**src/rtl/load_store_unit.sv**
```systemverilog
// Core-side load/store initiator for a byte-addressed, big-endian data memory.
// Uses a 4-state FSM; sub-word stores are handled as a read-modify-write of the containing word.
module load_store_unit #(
  parameter int MEM_BYTES = 1024
) (
  input  logic        clk,
  input  logic        reset,
  input  logic        req_valid,
  output logic        req_ready,
  input  logic        req_write,
  input  logic [1:0]  req_size,
  input  logic        req_signed,
  input  logic [31:0] req_addr,
  input  logic [31:0] req_wdata,
  output logic        resp_valid,
  output logic [31:0] resp_rdata,
  output logic        resp_fault,
  output logic [31:0] mem_address,
  output logic [31:0] mem_write_data,
  output logic        mem_memwrite,
  input  logic [31:0] mem_read_data
);
  localparam logic [1:0] IDLE = 2'd0, READ = 2'd1, WRITE = 2'd2, RESP = 2'd3;

  logic [1:0]  state;
  logic        r_write, r_signed;
  logic [1:0]  r_size;
  logic [31:0] r_addr, r_wdata, word_reg;
  logic        hs, fault;
  logic [2:0]  nbytes;
  logic [32:0] last_byte;
  logic [7:0]  lane_b;
  logic [15:0] lane_h;
  logic [31:0] ld_ext, wmerge;

  assign req_ready = (state == IDLE) && !reset;
  assign hs        = req_valid && req_ready;

  // The last-byte sum is done in 33 bits so addresses near 2^32 cannot wrap into range.
  always_comb begin
    case (req_size)
      2'b00:   nbytes = 3'd1;
      2'b01:   nbytes = 3'd2;
      default: nbytes = 3'd4;
    endcase
    last_byte = {1'b0, req_addr} + {30'd0, nbytes} - 33'd1;
    fault = (req_size == 2'b11) ||
            (req_size == 2'b01 && req_addr[0]) ||
            (req_size == 2'b10 && req_addr[1:0] != 2'b00) ||
            (last_byte >= 33'(MEM_BYTES));
  end

  always_comb begin
    case (r_addr[1:0])
      2'd0:    lane_b = mem_read_data[31:24];
      2'd1:    lane_b = mem_read_data[23:16];
      2'd2:    lane_b = mem_read_data[15:8];
      default: lane_b = mem_read_data[7:0];
    endcase
    lane_h = r_addr[1] ? mem_read_data[15:0] : mem_read_data[31:16];
    case (r_size)
      2'b00:   ld_ext = {{24{r_signed & lane_b[7]}}, lane_b};
      2'b01:   ld_ext = {{16{r_signed & lane_h[15]}}, lane_h};
      default: ld_ext = mem_read_data;
    endcase
  end

  always_comb begin
    wmerge = word_reg;
    case (r_size)
      2'b00:
        case (r_addr[1:0])
          2'd0:    wmerge[31:24] = r_wdata[7:0];
          2'd1:    wmerge[23:16] = r_wdata[7:0];
          2'd2:    wmerge[15:8]  = r_wdata[7:0];
          default: wmerge[7:0]   = r_wdata[7:0];
        endcase
      2'b01:
        if (r_addr[1]) wmerge[15:0]  = r_wdata[15:0];
        else           wmerge[31:16] = r_wdata[15:0];
      default: wmerge = r_wdata;
    endcase
  end

  // Memory-side outputs decode from state; reset gates them so a store in flight is dropped.
  assign mem_memwrite   = (state == WRITE) && !reset;
  assign mem_write_data = mem_memwrite ? wmerge : 32'd0;
  assign mem_address    = ((state == READ || state == WRITE) && !reset) ? {r_addr[31:2], 2'b00} : 32'd0;
  assign resp_valid     = (state == RESP) && !reset;

  always_ff @(posedge clk) begin
    if (reset) begin
      state      <= IDLE;
      r_write    <= 1'b0;
      r_signed   <= 1'b0;
      r_size     <= 2'b00;
      r_addr     <= 32'd0;
      r_wdata    <= 32'd0;
      word_reg   <= 32'd0;
      resp_rdata <= 32'd0;
      resp_fault <= 1'b0;
    end else begin
      case (state)
        IDLE: begin
          resp_rdata <= 32'd0;
          resp_fault <= 1'b0;
          if (hs) begin
            r_write  <= req_write;
            r_signed <= req_signed;
            r_size   <= req_size;
            r_addr   <= req_addr;
            r_wdata  <= req_wdata;
            if (fault) begin
              state      <= RESP;
              resp_fault <= 1'b1;
            end else if (req_write && req_size == 2'b10) begin
              state <= WRITE;
            end else begin
              state <= READ;
            end
          end
        end
        READ: begin
          word_reg <= mem_read_data;
          if (r_write) begin
            state <= WRITE;
          end else begin
            state      <= RESP;
            resp_rdata <= ld_ext;
          end
        end
        WRITE: state <= RESP;
        default: begin
          state      <= IDLE;
          resp_rdata <= 32'd0;
          resp_fault <= 1'b0;
        end
      endcase
    end
  end
endmodule

```
**config.mk**
```make
export PLATFORM = sky130hd
export DESIGN_NAME = load_store_unit
export DESIGN_NICKNAME = d
export VERILOG_FILES = /design/src/rtl/load_store_unit.sv
export SDC_FILE = /design/constraint.sdc
export NUM_CORES = 1
export LEC_CHECK = 0
export ABC_AREA = 1
export ABC_CLOCK_PERIOD_IN_PS = 6100
export BUFFER_PORTS_ARGS = -buffer_cell sky130_fd_sc_hd__buf_2
export CORE_MARGIN = 4
export CORE_UTILIZATION = 45
export DETAILED_ROUTE_END_ITERATION = 7
export GPL_ROUTABILITY_DRIVEN = 0
export GPL_TIMING_DRIVEN = 0
export PLACE_DENSITY_LB_ADDON = 0.05
export SYNTH_ARGS = -nofsm -noshare
export SYNTH_HDL_FRONTEND = slang
export SYNTH_SLANG_ARGS = --single-unit
```
**constraint.sdc**
```tcl
create_clock -name clk -period 6.1 [get_ports clk]
set_input_delay 0.915 -clock clk [delete_from_list [all_inputs] [get_ports clk]]
set_output_delay 0.915 -clock clk [all_outputs]
set_load 0.01 [all_outputs]
```
# After elaboration in Yosys (flattened, before gate mapping)
# Cells that the tools add are included.
# classes
n_addsub	2
order_cmp	1
eq_ne	11
muxes	23
bitwise	3
n_reduce_logical	22
# ops
op	n
one-hot mux 32 bit (2 select lines)	3
two-way mux 32 bit	3
two-way mux 16 bit	3
adder 32 x 3 -> 33 bit	1
greater-or-equal comparator 33 x 11 -> 1 bit, second input constant	1
subtractor 33 x 1 -> 33 bit, second input constant	1
two-way mux 8 bit	4
one-hot mux 8 bit (3 select lines)	1
equality test 2 bit, second input constant	5
equality test 2 x 1 -> 1 bit, second input constant	4
logical AND 1 bit	8
zero test 2 bit	4
two-way mux 2 bit	3
one-hot mux 2 bit (3 select lines)	1
one-hot mux 3 bit (2 select lines)	1
logical OR 1 bit	4
inequality test 2 bit, second input constant	2
AND reduction 2 bit	2
two-way mux 1 bit	3
OR reduction 3 bit	1
bitwise AND 1 bit	2
one-hot mux 1 bit (2 select lines)	1
nonzero test 2 bit	1
OR reduction 2 bit	1
2 further kinds	2
# word_totals
register_bits	135

# Depth between registers and ports, before layout
# depth
depth_word	9
depth_mapped	24

# Worst setup path after synthesis
# OpenSTA, ideal clock, no wires.
# synth_timing
path_type	input to register
startpoint	in req_size[1]
endpoint	reg state[1]
arrival_time_ns	3.055
required_ns	5.967
slack_ns	2.913
path_stages	23
path_buffers	0
cell_sequence	inv_1 > nand2_1 > ha_1 > inv_1 > ha_1 > inv_1 > fa_1 > inv_1 > nand3_1 > nand3_1 > nand3_1 > nand2_1 > nand3_1 > nand2_1 > nand2_1 > nand2_1 > nand3_1 > nor2_1 > nand3_1 > nand2_1 > nand2_1 > nand2_1 > a21oi_1
# synth_between
elab_chain_len	9
elab_cells_between_ends	18
classes_between	2 x add/sub; 1 x order compare; 3 x eq/ne; 5 x mux; 7 x reduce/logical
# synth_lines
item	line	text
start, declared	11	input logic [1:0] req_size,
equality test 2 x 1 -> 1 bit / zero test 2 bit (equally long branches)	41, 48	
one-hot mux 3 bit (2 select lines)	41	case (req_size)
adder 32 x 3 -> 33 bit	46	last_byte = {1'b0, req_addr} + {30'd0, nbytes} - 33'd1;
subtractor 33 x 1 -> 33 bit	46	
greater-or-equal comparator 33 x 11 -> 1 bit	50	(last_byte >= 33'(MEM_BYTES));
logical OR 1 bit	49	(req_size == 2'b10 && req_addr[1:0] != 2'b00) ||
two-way mux 2 bit (*)	113	if (fault) begin
two-way mux 2 bit (*)	107	if (hs) begin
one-hot mux 2 bit (3 select lines) (*)	103	case (state)
end signal, assigned	114	state <= RESP;
end signal, assigned	117	state <= WRITE;
end signal, assigned	119	state <= READ;
end, declared	25	logic [1:0] state;
# Every way passes the cells marked *; elsewhere a longest branch is shown, timed or not. The select of a mux whose other input is x is not followed.
# A chain may end at the register's enable or synchronous reset.

# Worst setup path after layout
# layout_timing
startpoint	reg r_size[1]
endpoint	out mem_write_data[13]
# layout_between
elab_chain_len	3
elab_cells_between_ends	4
classes_between	1 x eq/ne; 2 x mux; 1 x reduce/logical
# layout_lines
item	line	text
start, declared	27	logic [1:0] r_size;
start signal, assigned	110	r_size <= req_size;
equality test 2 x 1 -> 1 bit / zero test 2 bit (equally long branches)	70	case (r_size)
one-hot mux 32 bit (2 select lines) (*)	70	
two-way mux 32 bit (*)	87	assign mem_write_data = mem_memwrite ? wmerge : 32'd0;
end, declared	19	output logic [31:0] mem_write_data,
# Every way passes the cells marked *; elsewhere a longest branch is shown, timed or not.

==> run metrics <==
critical path fanouts, max 10; postcts setup bufs 0; top area cells in the synthesized netlist dfxtp_1, nand2_1, inv_1; leakage power 5.40 nW; worst-margin pin slew 1.00 ns; Die ar. 22300 sq um; Setup WS pre-CTS 2.21 ns; DR WL met3 1900 microns; GRT Util Overall 0.281; total CTS buffers 17; Slew Limit Fails 0; die width 149 microns; TNS Setup 0 ns; routed len/inst 16.5 microns; nets@finish 1825; Placed Cells 1928; largest net degree at the start of global routing 17; Worst Setup SP r_size[1]; vias in the first global route 9823; DR top layer met4; Startpoint Class flip-flop; outcome completed; fin util 0.557; CTS Hold Bufs 0; area delta synth->final 21.2%; Port Buffer Count 199; chip height 149 microns; Row Count 51; max_cap viols 0; first-pass GRT wire length 49600 microns; Netlist cell types 38; Post-Syn Instances 1463; Finish-stage setup viols 0; Fillers 2084; Synth area leader dfxtp_1; DRC viols 0; Final Skew 0.00736 ns; VDD IR max 0.222 mV; Core Footprint 19500 sq um; HPWL Detailed 25600 microns; CTS Sinks 135; mean post-synth cell area 6.14 sq um; clk_lat worst skew 0.42 ns; Clk Tree Root Cell clkbuf_16; type of the worst setup path flip-flop to output pin; final worst slack 2.39 ns; r2r setup slk 3.48 ns; starting density of the core 0.460; Met2 Wirelength 16300 microns; Reg clk slew, reported paths 0.07 ns; vias per inst 5.36; final WL 32400 microns; R2R Path End resp_rdata[22]; CP arrival 2.80 ns; initial antenna violation count 0; Seq cells post-synth 135; Reg2Reg Launch Point state[0]; Vias 10513; Tcrit/Tclk final 0.608; DRT iter0 DRCs 700; WL met1 13000 microns; share of cells above drive strength 1 0.152; endpoint type of the worst setup path output pin; cell count of the worst reg-to-reg path 9; worst min path class flip-flop to flip-flop; final hold vios 0; crit path to mem_write_data[13]; clock tree buffer depth 2; Antenna Nets Post-Route 0; worst path required time 5.18 ns; pwr dens 325 nW/um^2; relative slew slack 0.326; register area share after synthesis 0.301; GRT Residual Overflow 0; htree depth 4; TritonRoute pass-1 iters 6; # diodes 0; RSZ-0062 raised after global routing false; area fraction of the dominant cell type after synthesis 0.301; fin cells 1960; Yosys warnings 0; count of cells resized by post-cts repair 0; IO Pins 203; TritonCTS clock tree yes; Synth Cell Area 8980 sq um; Max Fclk 270 MHz; minimum clock period 3.71 ns
critical path, cell delays in order, from the launching register on:
cell	delay [ns]
dfxtp_1	0.33
clkbuf_1	0.27
nor2_1	0.35
inv_1	0.23
nor2_1	0.36
buf_2	0.31
a22oi_1	0.10
a21oi_1	0.24
buf_2	0.17
worst min-delay path by stage:
stage | startpoint | slack [ns] | to | cells after the start
global placement | resp_rdata[11] | 0.45 | resp_rdata[11] | 2
floorplan | r_wdata[21] | 0.46 | r_wdata[21] | 2
finish | resp_rdata[14] | 0.46 | resp_rdata[14] | 2
CTS | resp_rdata[16] | 0.46 | resp_rdata[16] | 2
detailed placement | resp_rdata[16] | 0.45 | resp_rdata[16] | 2
global route | resp_rdata[24] | 0.48 | resp_rdata[24] | 2
cell usage after synthesis:
master / instances
a22oi_1: 11
and3_1: 1
nor4_1: 2
o31ai_1: 22
or2_2: 1
fa_1: 1
and2_1: 2
o211ai_1: 37
nor2_4: 2
o21ai_1: 4
o311ai_0: 1
buf_2: 6
ha_1: 39
nand2_2: 4
nor2_1: 131
nor2_2: 8
dfxtp_1: 135
a21oi_1: 92
conb_1: 1
buf_4: 3
nor4_2: 1
buf_1: 5
clkinv_1: 6
a21oi_2: 1
o221ai_1: 22
a221oi_1: 1
nor3_1: 6
nand3b_1: 6
o21ai_0: 137
inv_1: 189
nand2_1: 445
clkbuf_1: 59
o21bai_1: 4
nand4_1: 8
inv_2: 3
a41oi_1: 1
nand3_1: 52
a31oi_1: 14
report_power, final:
part / total (mW) / switching, mW / internal, mW / leakage (nW)
clock network: 1.02 / 0.450 / 0.574 / 0.269
logic: 1.34 / 0.930 / 0.406 / 4.02
registers: 1.18 / 0.124 / 1.06 / 1.10
through the flow:
step	power [mW]	cell area (sq um)	hold WS (ns)
2_1_floorplan	2.04	8990	0.460
3_3_place_gp	2.48	10300	0.451
3_5_place_dp	2.50	10300	0.453
4_1_cts	3.53	10900	0.463
5_1_grt	3.75	10900	0.480
6_report	3.54	10900	0.462
cells in the final DEF, fill, tap and decap left out, drive strengths merged, types with 2 or more instances in the layout:
cell	n
a21oi	93
a22oi	11
a31oi	14
and2	2
buf	213
clkbuf	78
clkinv	9
clkinvlp	3
conb	2
dfxtp	135
ha	39
inv	198
nand2	449
nand3	52
nand3b	6
nand4	8
nor2	141
nor3	6
nor4	3
o211ai	37
o21ai	141
o21bai	4
o221ai	22
o31ai	22
final cells by class:
cell class,count,area [sq um],share of cell area
plain buffers,73,293,0.0269
clock buffers,19,433,0.0398
clock inverters,13,136,0.0125
inverters,198,743,0.0683
multi-input cells,1058,5250,0.482
flip-flops and latches,135,2700,0.248
well taps,265,332,0.0305
repair buffers,199,996,0.0915
layer usage:
metal	GRT usage	vias up
li1	-	5225
met4	0.110	0
met3	0.0447	88
met1	0.328	4833
met5	0	-
met2	0.512	367
cells by family after synthesis:
logic type	Yosys count	share of synthesized area
flip-flops	135	0.301
AND/OR/NAND/NOR	669	0.300
adder cells (fa/ha/maj)	40	0.0566
other	1	0.000417
AO/OA/AOI/OAI	347	0.227
buffers and inverters	271	0.115
Power figures use the tool's default switching activity.
